$ cat src/rtl/arilla_bus_arbiter.sv
// arilla_bus_arbiter
// N-controller front end for the shared arilla bus. Picks one requesting
// controller per cycle (rotating or fixed priority), forwards its access to
// the bus, holds the bus for that controller while the peripheral inhibits,
// aborts after a bounded number of inhibited cycles and reports unclaimed
// or aborted accesses as a one-cycle fault pulse.
module arilla_bus_arbiter #(
    parameter int NumControllers   = 2,
    parameter int DataWidth        = 32,
    parameter int ByteAddressWidth = 32,
    parameter int ByteSize         = 8,
    parameter int RoundRobin       = 1,
    parameter int InhibitTimeout   = 16,
    localparam int BPW = DataWidth / ByteSize,
    localparam int WAW = ByteAddressWidth - $clog2(BPW),
    localparam int N   = NumControllers
) (
    input  logic               clk,
    input  logic               rst,
    input  logic [N-1:0]       c_read,
    input  logic [N-1:0]       c_write,
    input  logic [N*WAW-1:0]   c_address,
    input  logic [N*DataWidth-1:0] c_data_ctp,
    input  logic [N*BPW-1:0]   c_byte_enable,
    output logic [DataWidth-1:0] c_data_ptc,
    output logic [N-1:0]       c_grant,
    output logic [N-1:0]       c_fault,
    output logic               b_read,
    output logic               b_write,
    output logic [WAW-1:0]     b_address,
    output logic [DataWidth-1:0] b_data_ctp,
    output logic [BPW-1:0]     b_byte_enable,
    input  logic [DataWidth-1:0] b_data_ptc,
    input  logic               b_hit,
    input  logic               b_inhibit,
    input  logic               b_intercept
);

    localparam int PtrW = (N > 1) ? $clog2(N) : 1;
    localparam int TcW  = (InhibitTimeout > 0) ? $clog2(InhibitTimeout + 1) : 1;
    localparam logic [TcW-1:0]  TcLast = TcW'((InhibitTimeout > 0) ? InhibitTimeout - 1 : 0);
    localparam logic [TcW-1:0]  TcMax  = {TcW{1'b1}};
    localparam logic [PtrW:0]   NCount = (PtrW + 1)'(N);

    logic [N-1:0]    req;
    logic [PtrW-1:0] ptr;
    logic [PtrW-1:0] owner;
    logic            locked;
    logic [TcW-1:0]  tcount;

    logic [PtrW-1:0] sel;
    logic            active;
    logic            owner_req;
    logic [PtrW:0]   scan_idx;
    logic [PtrW:0]   ptr_inc;
    logic [PtrW-1:0] next_ptr;
    logic [TcW-1:0]  tcount_eff;
    logic            timeout;
    logic            done;
    logic            fault_now;
    logic [N-1:0]    fault_vec;

    assign req        = c_read | c_write;
    assign owner_req  = req[owner];
    assign c_data_ptc = b_data_ptc;

    // Choose this cycle's bus owner: a locked owner keeps the bus while it
    // still requests, otherwise scan from ptr (rotating) or from index 0.
    always_comb begin
        sel      = '0;
        active   = 1'b0;
        scan_idx = '0;
        if (locked && owner_req) begin
            sel    = owner;
            active = 1'b1;
        end else if (RoundRobin != 0) begin
            for (int k = 0; k < N; k++) begin
                scan_idx = {1'b0, ptr} + (PtrW + 1)'(k);
                if (scan_idx >= NCount) begin
                    scan_idx = scan_idx - NCount;
                end
                if (!active && req[scan_idx[PtrW-1:0]]) begin
                    sel    = scan_idx[PtrW-1:0];
                    active = 1'b1;
                end
            end
        end else begin
            for (int k = N - 1; k >= 0; k--) begin
                if (req[k]) begin
                    sel    = PtrW'(k);
                    active = 1'b1;
                end
            end
        end
    end

    // Completion, timeout and fault decisions; a dropped lock restarts the
    // inhibit count so a new owner never inherits the old owner's cycles.
    always_comb begin
        tcount_eff = (locked && !owner_req) ? '0 : tcount;
        timeout    = (InhibitTimeout != 0) && (tcount_eff == TcLast) && b_inhibit;
        done       = active && (!b_inhibit || timeout);
        fault_now  = done && (!(b_hit || b_intercept) || timeout);
        ptr_inc    = {1'b0, sel} + (PtrW + 1)'(1);
        next_ptr   = (ptr_inc >= NCount) ? '0 : ptr_inc[PtrW-1:0];
        fault_vec  = '0;
        if (fault_now) begin
            fault_vec[sel] = 1'b1;
        end
    end

    // Drive the shared bus from the selected controller and strobe its grant.
    always_comb begin
        b_read        = 1'b0;
        b_write       = 1'b0;
        b_address     = '0;
        b_data_ctp    = '0;
        b_byte_enable = '0;
        c_grant       = '0;
        if (active) begin
            b_read        = c_read[sel];
            b_write       = c_write[sel];
            b_address     = c_address[sel*WAW +: WAW];
            b_data_ctp    = c_data_ctp[sel*DataWidth +: DataWidth];
            b_byte_enable = c_byte_enable[sel*BPW +: BPW];
        end
        if (done) begin
            c_grant[sel] = 1'b1;
        end
    end

    // Rotation pointer, grant lock and saturating inhibit counter.
    always_ff @(posedge clk or posedge rst) begin
        if (rst) begin
            ptr    <= '0;
            owner  <= '0;
            locked <= 1'b0;
            tcount <= '0;
        end else if (done) begin
            ptr    <= next_ptr;
            locked <= 1'b0;
            tcount <= '0;
        end else if (active && b_inhibit) begin
            locked <= 1'b1;
            owner  <= sel;
            tcount <= (tcount_eff == TcMax) ? tcount_eff : tcount_eff + TcW'(1);
        end else begin
            locked <= 1'b0;
            tcount <= '0;
        end
    end

    // One-cycle fault pulse for the controller whose access just ended badly.
    always_ff @(posedge clk or posedge rst) begin
        if (rst) begin
            c_fault <= '0;
        end else begin
            c_fault <= fault_vec;
        end
    end

endmodule

$ cat config.mk
export PLATFORM = sky130hd
export DESIGN_NAME = arilla_bus_arbiter
export DESIGN_NICKNAME = d
export VERILOG_FILES = /design/src/rtl/arilla_bus_arbiter.sv
export SDC_FILE = /design/constraint.sdc
export NUM_CORES = 1
export LEC_CHECK = 0
export CAP_MARGIN = 20
export CORE_AREA = 5 5 105 107
export CTS_CLUSTER_DIAMETER = 60
export DETAILED_ROUTE_END_ITERATION = 6
export DIE_AREA = 0 0 110 112
export PLACE_DENSITY = 0.71
export SLEW_MARGIN = 20
export SYNTH_ARGS = -nofsm -noshare
export SYNTH_HDL_FRONTEND = slang
export SYNTH_SLANG_ARGS = --single-unit
$ cat constraint.sdc
create_clock -name clk -period 2.7 [get_ports clk]
set_input_delay 0.27 -clock clk [delete_from_list [all_inputs] [get_ports clk]]
set_output_delay 0.27 -clock clk [all_outputs]
set_load 0.05 [all_outputs]
==> results.txt, run 1 <==
Status: finished clean
P&R area growth vs syn: 146.0%
Die height: 112 um
Ranking of synthesized cells by area: nand2_1, a21oi_1, dfrtp_1
CTS clk-pin slew, worst paths: 0.05 ns
YS warnings: 0
Grt total ovfl: 0
Net Sw Frac: 52.41%
Core area: 0.01005 mm2
Slew of the pin with the lowest slew margin: 0.4981 ns
RSZ-0062 raised after global routing: no
Cts hold-fix bufs: 0
Mapped Area: 0.001745 mm2
Post-synth ARST share: 100.0%
Endpoints failing setup: 0
Multiplexer area fraction after synthesis: 2.509%
Routed Antenna Nets: 0
Minimum clock period: 2.628 ns
Nets@finish: 660
GRT Overall Usage: 13.45%
H-tree depth: 1
Die Width: 110 um
Clock Skews: 0.001557 ns
Largest family of logic cells by synthesized area: simple AND/OR/NAND/NOR gates
Most common cell after layout, fill and taps aside: clkdlybuf4s50_1
Placed insts: 617
Vias: 2,726
Final Max Slew Viols: 0
Post-synthesis register bit count: 10
Post-synthesis compound-gate area fraction: 23.01%
Pin count of the biggest net entering global routing: 72
Fin Setup TNS: 0 ns
Initial core utilization: 17.37%
Initial antenna violation count: 0
Yosys top cell by area: nand2_1
Post-synth EDFFs: 0
Die area: 0.01232 mm2
Share of cells above drive strength 1: 19.63%
Worst Setup End Kind: primary output
Diode count: 0
Synth top area share: 30.32%
Setup Crit Path Kind: in -> out
Power Total: 2664 uW
Leakage power: 0.001859 uW
Post-synth top flop: dfrtp_1
Routed len/inst: 14.66 um
Synth cell types: 30
Post-Syn Instances: 312
CTS Buffer Depth: 2
Worst R2R Setup Slack: 0.46 ns
Fin. Hold Viols: 0
CTS tree: done
Clock Tree Root: clkbuf_8
Most frequent cells in the layout: clkdlybuf4s50_1, nand2_1, a21oi_1
Number of global-route vias before repair: 2,780
Synthesized Nets: 486
Final Cycle Share: 97.33%
First-pass GRT wire length: 13,570 um
WP data arrival: 2.36 ns
Vias per Instance: 4.397
Comb power frac: 87.6%
Clk pwr share: 5.6%
PwrDens: 620.4 mW/mm2
Adder-Cell Fraction of Synth Area: 0.7168%
DP Wirelength: 7504 um
Fin cells: 620
Rows: 37
Max-slew headroom: 66.69%
Hold/Removal Path Class: in -> async
Max cap viols: 0
Sequential fraction of the synthesis area: 14.34%
P_int: 1268 uW
CP required: 2.43 ns
Ports: 277
Later-pin clock latency in the skew report: 0.23 ns
Fmax: 0.3805 GHz
Drt pass-1 iters: 5
Number of port buffers: 212
P_sw: 1396 uW
XOR/XNOR Fraction of Synth Area: 0%
Mapped Avg Cell Area: 5.594 um2
Post-Synth Simple-Gate Area: 39.57%
CTS buffer count: 3
Crit path max fanout: 5
Drt drc: 0
Gpl congestion: 0.8745
First DRT Iteration DRCs: 123
Sequential Power Share: 6.8%
Clock tree sinks: 10
VDD IR max: 0.3270 mV
Crit path launch type: primary input
Final WL: 9089 um
repair_timing:
item / 4_1_cts / 5_1_grt
setup endpoints to repair: 0 / 2
hold endpoints to repair: 0 / 0
setup buffers: 0 / 0
gates resized for setup: 0 / 3
area by class of cell:
cell class	instances	area (um2)
fillers	1009	5752
repair buffers	223	2646
multi-input cells	245	1175
flip-flops and latches	10	250.2
well taps	136	170.2
clock buffers	3	41.29
inverters	3	11.26
routing by layer:
layer / part of all wire, % / global-route usage (%) / up-vias
li1: - / - / 1331
met1: 36 / 14.27 / 1205
met2: 50 / 24.27 / 168
met3: 12 / 4.928 / 22
met4: 2.2 / 4.156 / 0
met5: 0 / 0 / -
worst max-delay path, stage by stage:
cell	delay, ns
clkdlybuf4s50_1	0.44
or4b_4	0.58
and3_4	0.20
ha_1	0.20
and4b_1	0.19
nand3_2	0.10
a21o_4	0.16
nor2_1	0.06
buf_12	0.15
Yosys cell counts (2+ instances only):
| master | count |
|---|---|
| nor3_1 | 2 |
| inv_1 | 3 |
| buf_4 | 32 |
| and4_1 | 2 |
| and3_1 | 4 |
| nand2_1 | 141 |
| a21oi_1 | 67 |
| clkbuf_1 | 12 |
| mux2_2 | 2 |
| nor2_1 | 8 |
| dfrtp_1 | 10 |
| nand3_2 | 2 |
| buf_2 | 10 |
power groups by stage:
stage | logic, uW | registers [uW] | clock network, uW
global route | 2440 | 182 | 160
finish | 2330 | 181 | 150
floorplan | 1330 | 188 | 0
detailed placement | 2350 | 182 | 0
global placement | 2330 | 180 | 0
CTS | 2350 | 180 | 154
logic make-up after synthesis:
family	after synthesis
compound gates	74
fa+ha+maj	1
buf+inv	57
flops	10
mux	4
simple gates	166
path summary, 6_finish.rpt:
| check | cells past startpoint | endpoint | start |
|---|---|---|---|
| max in group asynchronous | 2 | tcount[3] | rst |
| min | 2 | c_fault[0] | rst |
| max | 9 | c_grant[0] | c_write[0] |
| max reg2reg | 7 | ptr | owner |
| min in group clk | 2 | tcount[1] | tcount[1] |
| min reg2reg | 2 | tcount[1] | tcount[1] |
per-stage QoR:
stage               area (um2)  hold slack, ns  worst slack (ns)  util (%)
floorplan                 1745          0.1102            0.3103         -
CTS                       4279          0.3467          0.004472     42.60
global route              4294          0.3660           0.01616     42.75
detailed placement        4238          0.5100           0.02162     42.18
global placement          4238          0.4944           0.07202     42.18
finish                    4294          0.3400           0.07216     42.75
sequential cells by signal, summed over array words and instances, names as in the netlist:
register	cells
c_fault	2
locked	1
owner	1
ptr	1
tcount	5
(Power assumes the default switching activity.)
==> run 2: changes to the inputs <==
--- a/config.mk
+++ b/config.mk
@@ -11,6 +11,7 @@
 export DETAILED_ROUTE_END_ITERATION = 6
 export DIE_AREA = 0 0 110 112
 export PLACE_DENSITY = 0.71
+export RECOVER_POWER = 100
 export SLEW_MARGIN = 20
 export SYNTH_ARGS = -nofsm -noshare
 export SYNTH_HDL_FRONTEND = slang
==> run 2 against run 1 <==
Net effect: maximum frequency increased by 0.36%; wire length increased by 0.31%; worst setup slack improved by 0.0095 ns; clock skew about the same; core utilization decreased by 5.5 points; combinational power decreased by 19%; sequential power about the same; register-to-register slack improved by 0.02 ns; power decreased by 17%; largest cell class unchanged; highest routed layer unchanged.
==> results.txt, run 2 (same netlist as run 1, synthesis figures left out) <==
Status: finished clean
Max cap viols: 0 (unchanged)
First-pass GRT wire length: 13,570 um (unchanged)
Endpoints failing setup: 0 (unchanged)
Later-pin clock latency in the skew report: 0.23 ns (about the same)
Final Max Slew Viols: 0 (unchanged)
Minimum clock period: 2.618 ns (-0.009482 ns)
Number of global-route vias before repair: 2,780 (unchanged)
Drt drc: 0 (unchanged)
Number of port buffers: 212 (unchanged)
Fin Setup TNS: 0 ns (unchanged)
P&R area growth vs syn: 114.6%
Cts hold-fix bufs: 0 (unchanged)
Post-route cell area: 0.003746 mm2 (-13%)
Die height: 112 um (unchanged)
Setup Crit Path Kind: in -> out
Routed wl met3: 1067 um (-4.0%)
Hold/Removal Path Class: in -> async
Leakage power: 0.001704 uW (-8.3%)
Register area: 250.2 um2 (unchanged)
GRT Overall Usage: 13.45% (unchanged)
Vias per Instance: 4.384 (-0.29%)
Reg2reg end: ptr
CTS tree: done
Post-Route M1 WL: 3399 um (+4.2%)
Final Cycle Share: 96.98% (-0.35 points)
Footprint of the multi-input gates: 0.001164 mm2 (-0.96%)
Biggest regs: tcount (5), c_fault (2)
VDD IR max: 0.2644 mV (-19%)
Diode count: 0 (unchanged)
Fill cells: 1,087 (+7.7%)
Die area: 0.01232 mm2 (unchanged)
First DRT Iteration DRCs: 112 (-8.9%)
Pin count of the biggest net entering global routing: 72 (unchanged)
Crit path launch type: primary input
Worst R2R Start: owner
Largest register FFs: 5 (unchanged)
Drt pass-1 iters: 4 (-1)
Routed len/inst: 14.70 um (+0.31%)
WP buf/inv: 2 (unchanged)
CTS Buffer Depth: 2 (unchanged)
Vias: 2,718 (-0.29%)
Initial core utilization: 17.37% (unchanged)
Worst R2R Setup Slack: 0.48 ns (+0.02 ns)
Grt total ovfl: 0 (unchanged)
Register bank with the most flops: tcount
Crit path max fanout: 5 (unchanged)
Crit path max-delay family: simple AND/OR/NAND/NOR gates
CP cell instances: clkdlybuf4s50_1 -> or4b_4 -> and3_4 -> ha_1 -> and4b_1 -> nand3_2 -> a21o_4 -> nor2_1 -> buf_12
Max-slew headroom: 65.76% (-0.93 points)
CP required: 2.43 ns (about the same)
Post-CTS setup buffer count: 0 (unchanged)
Routed wire length on met2: 4448 um (-1.4%)
Most frequent cells in the layout: nand2_1, clkdlybuf4s50_1, a21oi_1
WHS: 0.4727 ns (+0.1327 ns)
Die Width: 110 um (unchanged)
Nets@finish: 660 (unchanged)
H-tree depth: 1 (unchanged)
Highest routed layer: met4
CP max stage delay: 0.58 ns (about the same)
Final WL: 9117 um (+0.31%)
Slew of the pin with the lowest slew margin: 0.5127 ns (+0.01460 ns)
Fmax: 0.3819 GHz (+0.36%)
Fin. Hold Viols: 0 (unchanged)
CTS buffer count: 3 (unchanged)
WP data arrival: 2.35 ns (about the same)
Rows: 37 (unchanged)
Most common cell after layout, fill and taps aside: nand2_1
Worst Setup End Kind: primary output
Cell count of the worst reg-to-reg path: 7 (unchanged)
CTS clk-pin slew, worst paths: 0.05 ns (about the same)
DP Wirelength: 7504 um (unchanged)
Ports: 277 (unchanged)
Initial antenna violation count: 0 (unchanged)
Routed Antenna Nets: 0 (unchanged)
PwrDens: 589.5 mW/mm2 (-5.0%)
Clock Tree Root: clkbuf_8
Share of cells above drive strength 1: 17.15% (-2.5 points)
Clock tree sinks: 10 (unchanged)
Gpl congestion: 0.8745 (unchanged)
Max stage delay cell, worst path: or4b_4
Clock Skews: 0.001946 ns (+0.0003893 ns)
Placed inst area: 0.004238 mm2 (unchanged)
RSZ-0062 raised after global routing: no
Core area: 0.01005 mm2 (unchanged)
==> run 2: area by class of cell <==
cell class / count / area share [%]
repair buffers: 223 / 56.31
multi-input cells: 245 / 31.06
flip-flops and latches: 10 / 6.680
well taps: 136 / 4.542
clock buffers: 3 / 1.102
inverters: 3 / 0.3006
==> run 2: what timing repair did <==
action                                  in CTS  in global routing
endpoints found under the hold margin        0                  0
endpoints found under the setup margin       0                  2
resized for setup                            0                  3
==> run 2: metal layers <==
layer / vias to the layer above / GRT usage, %
li1: 1331 / -
met1: 1188 / 14.27
met2: 177 / 24.27
met3: 22 / 4.928
met4: 0 / 4.156
met5: - / 0
==> run 2: where the power goes <==
group          switching [uW]  internal [uW]  leakage (uW)  total (uW)
registers                13.3            167      0.000129         181
logic                    1260            618       0.00155        1880
clock network            52.9           97.2     0.0000216         150
==> run 2: how the worst max path moves through the flow <==
stage	from	to	slack, ns	cells after the start
after floorplan	locked	c_grant[0]	0.31	7
final	c_write[0]	c_grant[0]	0.08	9
after global placement	c_write[0]	c_grant[1]	0.07	9
after detailed placement	c_write[0]	c_grant[1]	0.02	9
after global routing	c_read[0]	b_address[11]	0.009	8
after CTS	c_write[0]	c_grant[1]	0.004	9
==> run 2: through the flow <==
stage	setup WS, ns	power, uW	utilization [%]	std cells
3_3_place_gp	0.07202	2505	42.18	617
3_5_place_dp	0.02162	2527	42.18	617
6_report	0.08164	2208	37.29	620
4_1_cts	0.004472	2686	42.60	620
2_1_floorplan	0.3103	1522	-	312
5_1_grt	0.008841	2326	37.29	620
